==> src/rtl/cp0_exc_ctrl_pkg.sv <==
// cp0_exc_ctrl_pkg
//   Shared definitions for the CP0 register owner: the register-file view
//   exported to MFC0 / the COP0 unit, MTC0 register selectors, exception
//   codes and Status/Cause bit positions.
package cp0_exc_ctrl_pkg;

    typedef struct packed {
        logic [31:0] badvaddr;
        logic [31:0] count;
        logic [31:0] compare;
        logic [31:0] status;
        logic [31:0] cause;
        logic [31:0] epc;
    } cp0_regfile_t;

    // MTC0 / MFC0 selectors, encoded as {rd[4:0], sel[2:0]}
    localparam logic [7:0] RS_NONE     = 8'h00;
    localparam logic [7:0] RS_BADVADDR = 8'h40;
    localparam logic [7:0] RS_COUNT    = 8'h48;
    localparam logic [7:0] RS_COMPARE  = 8'h58;
    localparam logic [7:0] RS_STATUS   = 8'h60;
    localparam logic [7:0] RS_CAUSE    = 8'h68;
    localparam logic [7:0] RS_EPC      = 8'h70;

    typedef enum logic [4:0] {
        EXC_INT  = 5'd0,
        EXC_ADEL = 5'd4,
        EXC_ADES = 5'd5,
        EXC_SYS  = 5'd8,
        EXC_BP   = 5'd9,
        EXC_RI   = 5'd10,
        EXC_OV   = 5'd12
    } exc_code_e;

    // Status bit positions
    localparam int STATUS_BEV    = 22;
    localparam int STATUS_IM_LO  = 8;
    localparam int STATUS_IM_HI  = 15;
    localparam int STATUS_EXL    = 1;
    localparam int STATUS_IE     = 0;

    // Cause bit positions
    localparam int CAUSE_BD      = 31;
    localparam int CAUSE_TI      = 30;
    localparam int CAUSE_IP_LO   = 8;
    localparam int CAUSE_IP_HI   = 15;
    localparam int CAUSE_EXC_LO  = 2;
    localparam int CAUSE_EXC_HI  = 6;

    localparam logic [31:0] STATUS_RESET = 32'h0040_0000;

endpackage

==> src/rtl/cp0_exc_ctrl_timer.sv <==
// cp0_exc_ctrl_timer
//   Count/Compare timer. A free-running divider advances Count once every
//   COUNT_DIV cycles; TI latches one cycle after the registered Count equals
//   Compare and is cleared by any write to Compare.
// Ports:
//   clk, reset        clock, synchronous active-high reset
//   wr_count          MTC0 write to Count this cycle
//   wr_compare        MTC0 write to Compare this cycle
//   wr_data           MTC0 data
//   count, compare    current register values
//   ti                timer interrupt flag
module cp0_exc_ctrl_timer #(
    parameter int COUNT_DIV = 2
) (
    input  logic        clk,
    input  logic        reset,
    input  logic        wr_count,
    input  logic        wr_compare,
    input  logic [31:0] wr_data,
    output logic [31:0] count,
    output logic [31:0] compare,
    output logic        ti
);

    localparam int DIV_W = (COUNT_DIV > 1) ? $clog2(COUNT_DIV) : 1;
    localparam logic [DIV_W-1:0] DIV_LAST = DIV_W'(COUNT_DIV - 1);

    logic [DIV_W-1:0] div_q, div_d;
    logic [31:0]      count_q, count_d;
    logic [31:0]      compare_q, compare_d;
    logic             ti_q, ti_d;
    logic             wrap;

    always_comb begin
        wrap      = (div_q == DIV_LAST);
        div_d     = wrap ? '0 : div_q + 1'b1;

        // A software write to Count takes precedence over the tick.
        count_d   = count_q;
        if (wr_count)
            count_d = wr_data;
        else if (wrap)
            count_d = count_q + 32'd1;

        compare_d = wr_compare ? wr_data : compare_q;

        // Match uses the registered values, so TI rises one cycle later;
        // a Compare write clears it even if a match is seen that cycle.
        ti_d      = ti_q | (count_q == compare_q);
        if (wr_compare)
            ti_d = 1'b0;
    end

    always_ff @(posedge clk) begin
        if (reset) begin
            div_q     <= '0;
            count_q   <= '0;
            compare_q <= '0;
            ti_q      <= 1'b0;
        end else begin
            div_q     <= div_d;
            count_q   <= count_d;
            compare_q <= compare_d;
            ti_q      <= ti_d;
        end
    end

    assign count   = count_q;
    assign compare = compare_q;
    assign ti      = ti_q;

endmodule

==> src/rtl/cp0_exc_ctrl.sv <==
// cp0_exc_ctrl
//   Owns the CP0 registers (BadVAddr, Count, Compare, Status, Cause, EPC),
//   applies MTC0 writes, runs the timer, flags pending interrupts and
//   sequences exception / ERET entry through a fetch-redirect handshake.
// Ports:
//   clk, reset                      clock, synchronous active-high reset
//   exc_valid/code/pc/bd/badvaddr   exception report from commit
//   eret_valid                      ERET committed
//   wr_regsel, wr_data              MTC0 write (regsel 0 = none)
//   hw_int                          hardware interrupt lines
//   cp0_reg                         register view for MFC0
//   cp0_flush                       accept strobe (combinational)
//   int_pending                     enabled interrupt pending
//   redirect_valid/pc/ready         fetch redirect handshake
module cp0_exc_ctrl
    import cp0_exc_ctrl_pkg::*;
#(
    parameter logic [31:0] EXC_VECTOR = 32'hBFC0_0380,
    parameter int          COUNT_DIV  = 2
) (
    input  logic         clk,
    input  logic         reset,
    input  logic         exc_valid,
    input  logic [4:0]   exc_code,
    input  logic [31:0]  exc_pc,
    input  logic         exc_bd,
    input  logic [31:0]  exc_badvaddr,
    input  logic         eret_valid,
    input  logic [7:0]   wr_regsel,
    input  logic [31:0]  wr_data,
    input  logic [5:0]   hw_int,
    output cp0_regfile_t cp0_reg,
    output logic         cp0_flush,
    output logic         int_pending,
    output logic         redirect_valid,
    output logic [31:0]  redirect_pc,
    input  logic         redirect_ready
);

    localparam logic [0:0] S_IDLE     = 1'b0;
    localparam logic [0:0] S_REDIRECT = 1'b1;

    logic [0:0]  state_q, state_d;
    logic        redirect_valid_q, redirect_valid_d;
    logic [31:0] redirect_pc_q, redirect_pc_d;
    logic [31:0] badvaddr_q, badvaddr_d;
    logic [31:0] epc_q, epc_d;
    logic [7:0]  im_q, im_d;
    logic        exl_q, exl_d;
    logic        ie_q, ie_d;
    logic        bd_q, bd_d;
    logic [4:0]  excode_q, excode_d;
    logic [1:0]  ip_sw_q, ip_sw_d;
    logic [5:0]  hw_q;

    logic        exc_accept, eret_accept, mtc0_en;
    logic        wr_count, wr_compare;
    logic [31:0] count, compare;
    logic        ti;
    logic [7:0]  ip;
    logic [31:0] status_rd, cause_rd;

    always_comb begin
        exc_accept  = (state_q == S_IDLE) && exc_valid;
        eret_accept = (state_q == S_IDLE) && eret_valid && !exc_valid;
        cp0_flush   = exc_accept || eret_accept;
        // MTC0 is squashed in any accept cycle, including the timer writes.
        mtc0_en     = (wr_regsel != RS_NONE) && !cp0_flush;
        wr_count    = mtc0_en && (wr_regsel == RS_COUNT);
        wr_compare  = mtc0_en && (wr_regsel == RS_COMPARE);
    end

    cp0_exc_ctrl_timer #(
        .COUNT_DIV (COUNT_DIV)
    ) u_timer (
        .clk        (clk),
        .reset      (reset),
        .wr_count   (wr_count),
        .wr_compare (wr_compare),
        .wr_data    (wr_data),
        .count      (count),
        .compare    (compare),
        .ti         (ti)
    );

    always_comb begin
        ip        = {hw_q[5] | ti, hw_q[4:0], ip_sw_q};
        status_rd = 32'd0;
        status_rd[STATUS_BEV]                 = 1'b1;
        status_rd[STATUS_IM_HI:STATUS_IM_LO]  = im_q;
        status_rd[STATUS_EXL]                 = exl_q;
        status_rd[STATUS_IE]                  = ie_q;
        cause_rd  = 32'd0;
        cause_rd[CAUSE_BD]                    = bd_q;
        cause_rd[CAUSE_TI]                    = ti;
        cause_rd[CAUSE_IP_HI:CAUSE_IP_LO]     = ip;
        cause_rd[CAUSE_EXC_HI:CAUSE_EXC_LO]   = excode_q;
        int_pending = ie_q && !exl_q && |(ip & im_q);
    end

    always_comb begin
        state_d          = state_q;
        redirect_valid_d = redirect_valid_q;
        redirect_pc_d    = redirect_pc_q;
        badvaddr_d       = badvaddr_q;
        epc_d            = epc_q;
        im_d             = im_q;
        exl_d            = exl_q;
        ie_d             = ie_q;
        bd_d             = bd_q;
        excode_d         = excode_q;
        ip_sw_d          = ip_sw_q;

        if (exc_accept) begin
            excode_d = exc_code;
            exl_d    = 1'b1;
            // Nested exceptions keep the original return point.
            if (!exl_q) begin
                epc_d = exc_bd ? exc_pc - 32'd4 : exc_pc;
                bd_d  = exc_bd;
            end
            if (exc_code == EXC_ADEL || exc_code == EXC_ADES)
                badvaddr_d = exc_badvaddr;
            state_d          = S_REDIRECT;
            redirect_valid_d = 1'b1;
            redirect_pc_d    = EXC_VECTOR;
        end else if (eret_accept) begin
            exl_d            = 1'b0;
            state_d          = S_REDIRECT;
            redirect_valid_d = 1'b1;
            redirect_pc_d    = epc_q;
        end else if (state_q == S_REDIRECT && redirect_valid_q && redirect_ready) begin
            state_d          = S_IDLE;
            redirect_valid_d = 1'b0;
        end

        if (mtc0_en) begin
            case (wr_regsel)
                RS_STATUS: begin
                    im_d  = wr_data[STATUS_IM_HI:STATUS_IM_LO];
                    exl_d = wr_data[STATUS_EXL];
                    ie_d  = wr_data[STATUS_IE];
                end
                RS_CAUSE: ip_sw_d = wr_data[9:8];
                RS_EPC:   epc_d   = wr_data;
                default: ;
            endcase
        end
    end

    always_ff @(posedge clk) begin
        if (reset) begin
            state_q          <= S_IDLE;
            redirect_valid_q <= 1'b0;
            redirect_pc_q    <= '0;
            badvaddr_q       <= '0;
            epc_q            <= '0;
            im_q             <= '0;
            exl_q            <= 1'b0;
            ie_q             <= 1'b0;
            bd_q             <= 1'b0;
            excode_q         <= '0;
            ip_sw_q          <= '0;
            hw_q             <= '0;
        end else begin
            state_q          <= state_d;
            redirect_valid_q <= redirect_valid_d;
            redirect_pc_q    <= redirect_pc_d;
            badvaddr_q       <= badvaddr_d;
            epc_q            <= epc_d;
            im_q             <= im_d;
            exl_q            <= exl_d;
            ie_q             <= ie_d;
            bd_q             <= bd_d;
            excode_q         <= excode_d;
            ip_sw_q          <= ip_sw_d;
            hw_q             <= hw_int;
        end
    end

    always_comb begin
        cp0_reg.badvaddr = badvaddr_q;
        cp0_reg.count    = count;
        cp0_reg.compare  = compare;
        cp0_reg.status   = status_rd;
        cp0_reg.cause    = cause_rd;
        cp0_reg.epc      = epc_q;
    end

    assign redirect_valid = redirect_valid_q;
    assign redirect_pc    = redirect_pc_q;

endmodule
==> config.mk <==
export PLATFORM = sky130hd
export DESIGN_NAME = cp0_exc_ctrl
export DESIGN_NICKNAME = d
export VERILOG_FILES = /design/src/rtl/cp0_exc_ctrl_pkg.sv /design/src/rtl/cp0_exc_ctrl_timer.sv /design/src/rtl/cp0_exc_ctrl.sv
export SDC_FILE = /design/constraint.sdc
export NUM_CORES = 1
export LEC_CHECK = 0
export CORE_UTILIZATION = 44
export CTS_CLUSTER_SIZE = 28
export DETAILED_ROUTE_END_ITERATION = 6
export PLACE_DENSITY = 0.86
export SLEW_MARGIN = 20
export SYNTH_ARGS = -nofsm -noshare
export SYNTH_HDL_FRONTEND = slang
export SYNTH_SLANG_ARGS = --single-unit
==> constraint.sdc <==
create_clock -name clk -period 2.75 [get_ports clk]
set_input_delay 0.4125 -clock clk [delete_from_list [all_inputs] [get_ports clk]]
set_output_delay 0.4125 -clock clk [all_outputs]
set_load 0.005 [all_outputs]
# Word level (Yosys, flattened, before mapping)
# Cells that the tools add are included.
# totals
reg_bits	187
in_bits	121
wordCells	74
# op_classes
n_addsub	3
bitwise	5
n_eq_ne	8
n_reduce_logical	26
muxes	16
# ops
cell	n
32-bit 2-to-1 mux	9
8-bit by 7-bit equality test with 1-bit output (second input constant)	5
32-bit by 1-bit adder with 32-bit output (second input constant)	1
32-bit equality test	1
32-bit by 3-bit subtractor with 32-bit output (second input constant)	1
5-bit by 3-bit equality test with 1-bit output (second input constant)	2
1-bit logical AND	9
8-bit AND	1
2-bit AND reduction	4
8-bit nonzero test	1
8-bit OR reduction	1
1-bit 2-to-1 mux	7
2-bit OR reduction	3
2-bit nonzero test	2
1-bit zero test	3
3-bit nonzero test	1
1-bit logical OR	2
1-bit inverter	2
1-bit OR	2
1-bit adder (second input constant)	1

# Logic depth before layout (Yosys ltp)
# Gate-level depths: netlist of the first run.
# depth
ltp_word	8
mapped_depth	8

# Cells and area by module
# A second synthesis of the first run with hierarchy kept.
# unflattened
cells_unflattened	1068
hier_area_um2	8829.7
# by_module_without_submodules
module	n_inst	cells_per_inst	area_per_inst_um2
cp0_exc_ctrl	1	708	5572.8
cp0_exc_ctrl_timer	1	360	3256.9

# Worst setup path before layout of the first run
# OpenSTA, ideal clock, no wires.
# synth_timing
path_kind	input port to flip-flop
startpoint	input port exc_pc[22]
endpoint	register epc_q[29]
required_ps	2617
setup_ps	133
stages	6
arrival_time_ps	2090
path_buffers	1
slack_ps	527
path_cell_list	or4_4 > or3_1 > buf_2 > or4_4 > o2111ai_1 > o311ai_1
# synth_via
elab_chain_len	6
# synth_rtl
element	line_no	rtl
from (decl)	cp0_exc_ctrl.sv:25	input logic [31:0] exc_pc,
32-bit by 3-bit subtractor with 32-bit output (*)	cp0_exc_ctrl.sv:119	epc_d = exc_bd ? exc_pc - 32'd4 : exc_pc;
32-bit 2-to-1 mux (*)	cp0_exc_ctrl.sv:119	
32-bit 2-to-1 mux (*)	cp0_exc_ctrl.sv:118	if (!exl_q) begin
32-bit 2-to-1 mux (*)	cp0_exc_ctrl.sv:114	if (exc_accept) begin
32-bit 2-to-1 mux	cp0_exc_ctrl.sv:138	case (wr_regsel)
32-bit 2-to-1 mux (*)	cp0_exc_ctrl.sv:137	if (mtc0_en) begin
to (signal assigned)	cp0_exc_ctrl.sv:170	epc_q <= epc_d;
to (decl)	cp0_exc_ctrl.sv:47	logic [31:0] epc_q, epc_d;
# Mark *: on every way between the ends. The rest lies on a longest branch, timed or not.
# A chain may end at the register's enable or synchronous reset.

# Worst setup path after layout of the first run
# layout_timing
startpoint	register im_q[4]
endpoint	output port int_pending
# layout_via
elab_chain_len	3
# layout_rtl
element	line_no	rtl
from (decl)	cp0_exc_ctrl.sv:48	logic [7:0] im_q, im_d;
from (signal assigned)	cp0_exc_ctrl.sv:171	im_q <= im_d;
8-bit AND	cp0_exc_ctrl.sv:98	int_pending = ie_q && !exl_q && |(ip & im_q);
8-bit OR reduction	cp0_exc_ctrl.sv:98	
1-bit logical AND	cp0_exc_ctrl.sv:98	
to (decl)	cp0_exc_ctrl.sv:34	output logic int_pending,
# No other way between the ends.

==> impl_metrics.tcl, run 1 <==
set metrics [dict create \
    worst_hold_path.num_cells 2 \
    finalNonFillerCells 1649 \
    cts_buffer_depth 2 \
    met3RoutedLength_um 2890 \
    synthesis.instances 1094 \
    rrSetupSlack_ns 0.42 \
    outcome "finished, final reports clean" \
    synthArstFlopShare_pct 0 \
    die_w_um 144 \
    timing_worst_slew_pin_value_ns 0.953 \
    grt_max_degree 169 \
    report.final.setup_viol 0 \
    regArea_mm2 0.00374 \
    cts_hold_buffers 0 \
    fmax_ghz 0.429 \
    drcViolationCount 0 \
    layout.nets 1491 \
    worstSkewPairLatency_ns 0.43 \
    rsz0062_at_grt "no" \
    worst_hold_startpoint "badvaddr_q[7]" \
    postSynth.topFlopCell "dfxtp_1" \
    vias_per_cell 5.51 \
    cts_resized 0 \
    floorplan.initialDensity_pct 45.2 \
    dr.pass1.iters 5 \
    post-place-cells 1614 \
    grtUsageTotal_pct 29.8 \
    synthToLayoutAreaGrowth_pct 42.8 \
    cp-end-kind "output pin" \
    ioPinCount 348 \
    min_delay_worst_endpoint "badvaddr_q[7]" \
    final.setup_skew_ns 0.0132 \
    postCtsSetupRepairBufs 0 \
    final_max_slew_viol_count 0 \
    synthesis.yosys.warnings 0 \
    drt-total-wl_um 31000 \
    area_of_the_multi_input_gates_mm2 0.00456 \
    cts_tree "done" \
    clock_sink_count 187 \
    crit_required_ns 2.34 \
    timing.setup.critical_path_class "reg2out" \
    fp.dieArea_mm2 0.0207 \
    power_per_cell_area_mw_per_mm2 487 \
    cts_buffers 17 \
    wire_length_of_the_first_global_routing_pass_um 46500 \
    yosysUniqueCellTypes 60 \
    vias 9082 \
    wirelength_met1_um 11700 \
    worst-endpoint-arrival_ns 1.92 \
    global_route.overflow_total 0 \
    grt_pass1_vias 8486 \
    drtIter0Drc 738 \
    worstSetupStartpointType "flip-flop" \
    clockRootBuffer "clkbuf_16" \
    final_layout_size_suffix_gt1_share_pct 6.73 \
    wl_met2_um 14800 \
    synth_enable_flop_cells 0 \
    routabilityCongestion 0.917 \
    critical_path.max_fanout 3 \
    r2r_start "u_timer.count[2]" \
    fin_crit_ns 2.33 \
    design_power_total_mw 6.15 \
    synth-seq-cells 187 \
    core_mm2 0.0196 \
    die_height_um 144 \
    final_period_utilization_pct 84.8 \
    synthesized_area_divided_by_synthesized_cell_count_um2 8.10 \
    ff2ff_path_depth 5 \
    hp-class "reg2reg" \
    launching_instance_or_port_of_the_critical_path "im_q[4]" \
    post_synth_instance_area_mm2 0.00886 \
    synth_sequential_area_ratio_pct 42.3 \
    layout.filler_cells 1627 \
    cts-htree-levels 4 \
    drv_cap 0 \
    regToRegEndpoint "u_timer.count[31]" \
    ir_drop_mv 0.385 \
    grt_antenna_before_repair 4 \
    hold_viol 0 \
    io_buffer_count 308 \
    topRoutingLayerUsed "met4" \
    fin_util_pct 64.6 \
    drt.antenna.violating_nets 0 \
    leakage_nw 4.32 \
    rows 51 \
    drt-wirelength-per-cell_um 18.8 \
    clk_pin_slew_ns 0.06 \
    dp_hpwl_um 23000 \
    max-slew-margin-rel_pct 36.5 \
]
==> cell usage in the layout (no fill, tap or decap), types with 5 or more instances in the layout <==
| cell | netlist | final |
|---|---|---|
| o22ai_1 | 19 | 19 |
| and3_1 | 9 | 9 |
| clkdlybuf4s50_1 | 0 | 307 |
| nand2b_1 | 5 | 5 |
| o21ai_0 | 5 | 5 |
| nor2b_1 | 8 | 8 |
| or3_1 | 9 | 9 |
| a211oi_1 | 30 | 30 |
| nand4_1 | 19 | 19 |
| conb_1 | 2 | 39 |
| a211o_1 | 6 | 6 |
| a31oi_1 | 6 | 6 |
| nand3_1 | 26 | 26 |
| inv_1 | 6 | 6 |
| nor3_1 | 20 | 19 |
| mux2i_1 | 12 | 12 |
| nor2_1 | 78 | 77 |
| nor4_1 | 15 | 15 |
| o211ai_1 | 7 | 7 |
| xor2_1 | 13 | 13 |
| and4_1 | 9 | 9 |
| a21oi_1 | 118 | 118 |
| buf_4 | 48 | 32 |
| xnor2_1 | 70 | 70 |
| nand2_1 | 228 | 228 |
| clkbuf_16 | 0 | 17 |
| nor4_2 | 8 | 8 |
| dfxtp_1 | 187 | 187 |
==> layer usage <==
metal,GRT usage [%],vias to the layer above
met1,35.4,4257
li1,-,4235
met4,16.7,0
met5,0,-
met3,7.33,82
met2,48.9,508
==> critical path: stages (launching register included) <==
cell and delay [ns]:
dfxtp_1 0.40, a22o_1 0.16, a221oi_1 0.05, a311oi_1 0.29
clkdlybuf4s50_1 0.61
==> through the flow <==
step                      setup slack, ns  hold WS, ns  cell area [µm²]  TNS [ns]
after floorplan                     0.527        0.437             9000         0
after global placement             0.0668        0.441            12100         0
after detailed placement         -0.00127        0.445            12100  -0.00127
after CTS                           0.402        0.455            12600         0
after global routing                0.310        0.467            12600         0
final                               0.419        0.453            12600         0
==> area by class of cell <==
cell class	count	area share [%]
multi-input combinational	812	36.1
sequential	187	29.6
timing repair buffer	343	26.8
clock buffer	20	3.53
tap	265	2.62
clock inverter	12	1.09
inverter	7	0.208
antenna	3	0.0594
==> synth_stat cells (5+ instances only) <==
| master | instances | area [µm²] |
|---|---|---|
| nor3_1 | 20 | 100 |
| nor4_2 | 8 | 100 |
| xor2_1 | 13 | 114 |
| dfxtp_1 | 187 | 3740 |
| or3_1 | 9 | 56.3 |
| nor2_1 | 78 | 293 |
| a21oi_1 | 118 | 591 |
| mux2i_1 | 12 | 120 |
| inv_1 | 6 | 22.5 |
| nand2_1 | 228 | 856 |
| a31oi_1 | 6 | 37.5 |
| nor2b_1 | 8 | 50.1 |
| nand4_1 | 19 | 119 |
| o21ai_0 | 5 | 25.0 |
| a211oi_1 | 30 | 225 |
| nand2b_1 | 5 | 31.3 |
| o211ai_1 | 7 | 52.6 |
| o22ai_1 | 19 | 119 |
| nand3_1 | 26 | 130 |
| and4_1 | 9 | 78.8 |
| xnor2_1 | 70 | 613 |
| nor4_1 | 15 | 93.8 |
| and3_1 | 9 | 56.3 |
| a211o_1 | 6 | 52.6 |
| buf_4 | 48 | 360 |
| buf_2 | 7 | 35.0 |
| clkbuf_1 | 66 | 248 |
==> kinds of logic (layout without fill, tap and decap cells) <==
kind of cell / Yosys count / after routing / share of synthesized area, %
AO/OA/AOI/OAI: 215 / 215 / 14.7
XOR/XNOR: 83 / 83 / 8.21
adder cells (fa/ha/maj): 2 / 2 / 0.282
buffers and inverters: 132 / 382 / 7.90
flip-flops: 187 / 187 / 42.3
multiplexers: 12 / 12 / 1.36
other: 2 / 42 / 0.0848
AND/OR/NAND/NOR: 461 / 461 / 25.2
==> report_power, final <==
group / internal [mW] / leakage (nW) / switching [mW] / total (mW)
combinational: 0.434 / 2.51 / 0.367 / 0.801
sequential: 2.79 / 1.52 / 0.0697 / 2.86
clock: 1.38 / 0.287 / 1.11 / 2.49
==> how the worst max path moves through the flow <==
stage                                   end  cells past startpoint
after floorplan                   epc_q[29]                      6
after global placement            epc_q[28]                      7
after detailed placement          epc_q[28]                      7
after CTS                       int_pending                      4
after global routing      u_timer.count[27]                      5
final                           int_pending                      4
==> flip-flops by register name (all words and copies together), names as in the netlist <==
register and count:
badvaddr_q 32, bd_q 1, epc_q 32, excode_q 5
exl_q 1, hw_q 6, ie_q 1, im_q 8
ip_sw_q 2, redirect_pc 32, redirect_valid 1, u_timer.compare 32
u_timer.count 32, u_timer.div_q 1, u_timer.ti 1
No activity file was read; power rests on OpenSTA's default activity.
==> run 2: changes to the inputs <==
--- a/config.mk
+++ b/config.mk
@@ -5,10 +5,10 @@
 export SDC_FILE = /design/constraint.sdc
 export NUM_CORES = 1
 export LEC_CHECK = 0
-export CORE_UTILIZATION = 44
+export CORE_UTILIZATION = 40
 export CTS_CLUSTER_SIZE = 28
 export DETAILED_ROUTE_END_ITERATION = 6
-export PLACE_DENSITY = 0.86
+export PLACE_DENSITY = 0.82
 export SLEW_MARGIN = 20
 export SYNTH_ARGS = -nofsm -noshare
 export SYNTH_HDL_FRONTEND = slang
==> constraint.sdc (replaced) <==
create_clock -name clk -period 2.1 [get_ports clk]
set_input_delay 0.315 -clock clk [delete_from_list [all_inputs] [get_ports clk]]
set_output_delay 0.315 -clock clk [all_outputs]
set_load 0.005 [all_outputs]
==> run 2 against run 1 <==
Against the previous run: non-clock buffer count is 89 higher; final cell count increased by 6.2%; clock skew down 0.0014 ns; first-iteration DRC count is 19% lower; critical path depth up 3; sequential share of layout area shrank 1.9 points; worst hold slack got worse by 0.28 ns; critical path type is now in2reg; critical endpoint is now epc_q[22]; highest routed layer unchanged.
==> impl_metrics.tcl, run 2 (same netlist as run 1, synthesis figures left out) <==
set metrics [dict create \
    core_mm2 0.0218 \
    io_buffer_count 308 \
    post-route-cell-area_mm2 0.0135 \
    globalRouteMet3Util_pct 6.36 \
    cts_hold_buffers 0 \
    ir_drop_mv 0.539 \
    report.final.setup_viol 0 \
    die_w_um 151 \
    grt.met2_usage_pct 48.1 \
    drt-total-wl_um 32100 \
    timing.critical_path.depth 7 \
    final_period_utilization_pct 97.3 \
    ff2ff_path_depth 6 \
    worstSkewPairLatency_ns 0.43 \
    crit_chain "clkdlybuf4s50_1 -> or3_1 -> or3_4 -> buf_4 -> nor4_2 -> nor3_1 -> a211o_1" \
    hold_viol 0 \
    critical_path.max_fanout 8 \
    final.setup_skew_ns 0.0118 \
    max-slew-margin-rel_pct 66.7 \
    layout.nets 1580 \
    power_per_cell_area_mw_per_mm2 618 \
    mostFrequentLayoutCells "clkdlybuf4s50_1, nand2_1, dfxtp_1" \
    clockRootBuffer "clkbuf_16" \
    clock_sink_count 187 \
    timing_worst_slew_pin_value_ns 0.498 \
    dp_hpwl_um 24200 \
    worst_hold_path.num_cells 2 \
    cp_num_buf_inv 2 \
    layout.filler_cells 1793 \
    grt_busiest_layer "met2" \
    area_of_the_multi_input_gates_mm2 0.00461 \
    die_height_um 151 \
    final_max_slew_viol_count 0 \
    drt-wirelength-per-cell_um 18.4 \
    design_power_total_mw 8.36 \
    fp.dieArea_mm2 0.0227 \
    finalNonFillerCells 1751 \
    drtIter0Drc 599 \
    drcViolationCount 0 \
    cts_tree "done" \
    routabilityCongestion 0.918 \
    grt_max_degree 81 \
    floorplan.initialDensity_pct 40.7 \
    rows 54 \
    dr.pass1.iters 5 \
    hp-class "in2reg" \
    drv_cap 0 \
    grt.met1_usage_pct 31.5 \
    cp-end-kind "flip-flop" \
    crit_path_top_delay_cell "or3_1" \
    timing.setup.critical_path_class "in2reg" \
    cts_buffers 17 \
    clk_pin_slew_ns 0.07 \
    global_route.overflow_total 0 \
    slowest_delay_ns 0.43 \
    worstSetupStartpointType "input pin" \
    wire_length_of_the_first_global_routing_pass_um 47600 \
    cell_area_placed_mm2 0.0128 \
    crit_required_ns 2.42 \
    crit_family "simple AND/OR/NAND/NOR gates" \
    worst-endpoint-arrival_ns 2.36 \
    regArea_mm2 0.00375 \
    vias_per_cell 5.31 \
    fmax_ghz 0.490 \
    vias 9293 \
    final_layout_size_suffix_gt1_share_pct 13.1 \
    fin_crit_ns 2.04 \
    layout.cells.most_common "clkdlybuf4s50_1" \
    grt_antenna_before_repair 2 \
    drt.antenna.violating_nets 0 \
    leakage_nw 4.85 \
    fin_worst_hold_slack_ns 0.174 \
    rsz0062_at_grt "no" \
    grt_pass1_vias 8845 \
    cts-htree-levels 4 \
    grtUsageTotal_pct 27.6 \
    cts_buffer_depth 2 \
    post-place-cells 1717 \
    synthToLayoutAreaGrowth_pct 52.6 \
    outcome "finished, final reports clean" \
    ioPinCount 348 \
]
[run 2: cell types whose count changed in the layout (fill, tap and decap cells not counted), moves of 3 or more]
| cell | previous run | this run |
|---|---|---|
| buf_4 | 32 | 114 |
| buf_12 | 4 | 10 |
| clkdlybuf4s50_1 | 307 | 301 |
| dlymetal6s2s_1 | 0 | 4 |
| clkinv_2 | 3 | 0 |
| dfxtp_1 | 187 | 184 |
[run 2: worst paths after layout]
| path | from | to | slack [ns] |
|---|---|---|---|
| min | reset | epc_q[24] | 0.17 |
| min reg2reg | badvaddr_q[27] | badvaddr_q[27] | 0.45 |
| max reg2reg | u_timer.count[15] | u_timer.count[25] | 0.11 |
| max | exc_pc[9] | epc_q[22] | 0.06 |
[run 2: through the flow]
| stage | util [%] | TNS (ns) | worst slack, ns |
|---|---|---|---|
| floorplan | - | -0.0183 | -0.0183 |
| global placement | 58.9 | -18.15 | -0.431 |
| detailed placement | 58.9 | -20.46 | -0.462 |
| CTS | 61.9 | -0.0155 | -0.0155 |
| global route | 62.1 | 0 | 0.00223 |
| finish | 62.2 | 0 | 0.0573 |
[run 2: where the power goes]
| group | internal [mW] | switching, mW | leakage (nW) | total, mW |
|---|---|---|---|---|
| logic | 0.628 | 0.505 | 3.03 | 1.13 |
| registers | 3.66 | 0.0896 | 1.52 | 3.75 |
| clock network | 2.03 | 1.45 | 0.296 | 3.48 |
[run 2: layout make-up]
type | count | share of cell area [%]
multi-input cells | 812 | 34.1
repair buffers | 432 | 30.7
flip-flops and latches | 187 | 27.7
clock buffers | 18 | 3.25
well taps | 280 | 2.59
clock inverters | 12 | 1.38
inverters | 7 | 0.194
diodes | 3 | 0.0555
[run 2: worst register-to-register path: stages, from the launching register on]
cell      delay (ns)
dfxtp_1         0.37
nand4_1         0.14
or4_4           0.55
buf_4           0.20
nor4_2          0.30
xnor2_1         0.12
a211oi_1        0.23
[run 2: routing by layer]
metal	vias to the layer above	routed length, µm
met5	-	0
met4	0	1310
met3	60	2450
met2	418	16000
met1	4403	12300
li1	4412	-
[run 2: timing repair]
action,CTS,global route
buffers inserted,0,2
setup endpoints to repair,4,14
gates cloned,0,0
pin swaps,1,9
resized for setup,10,9
==> run 3: changes to the inputs <==
--- a/config.mk
+++ b/config.mk
@@ -8,6 +8,7 @@
 export CORE_UTILIZATION = 40
 export CTS_CLUSTER_SIZE = 28
 export DETAILED_ROUTE_END_ITERATION = 6
+export HOLD_SLACK_MARGIN = 0.05
 export PLACE_DENSITY = 0.82
 export SLEW_MARGIN = 20
 export SYNTH_ARGS = -nofsm -noshare
==> results of run 3 <==
Same layout as run 2: the final DEF is identical, and so are final timing and power.
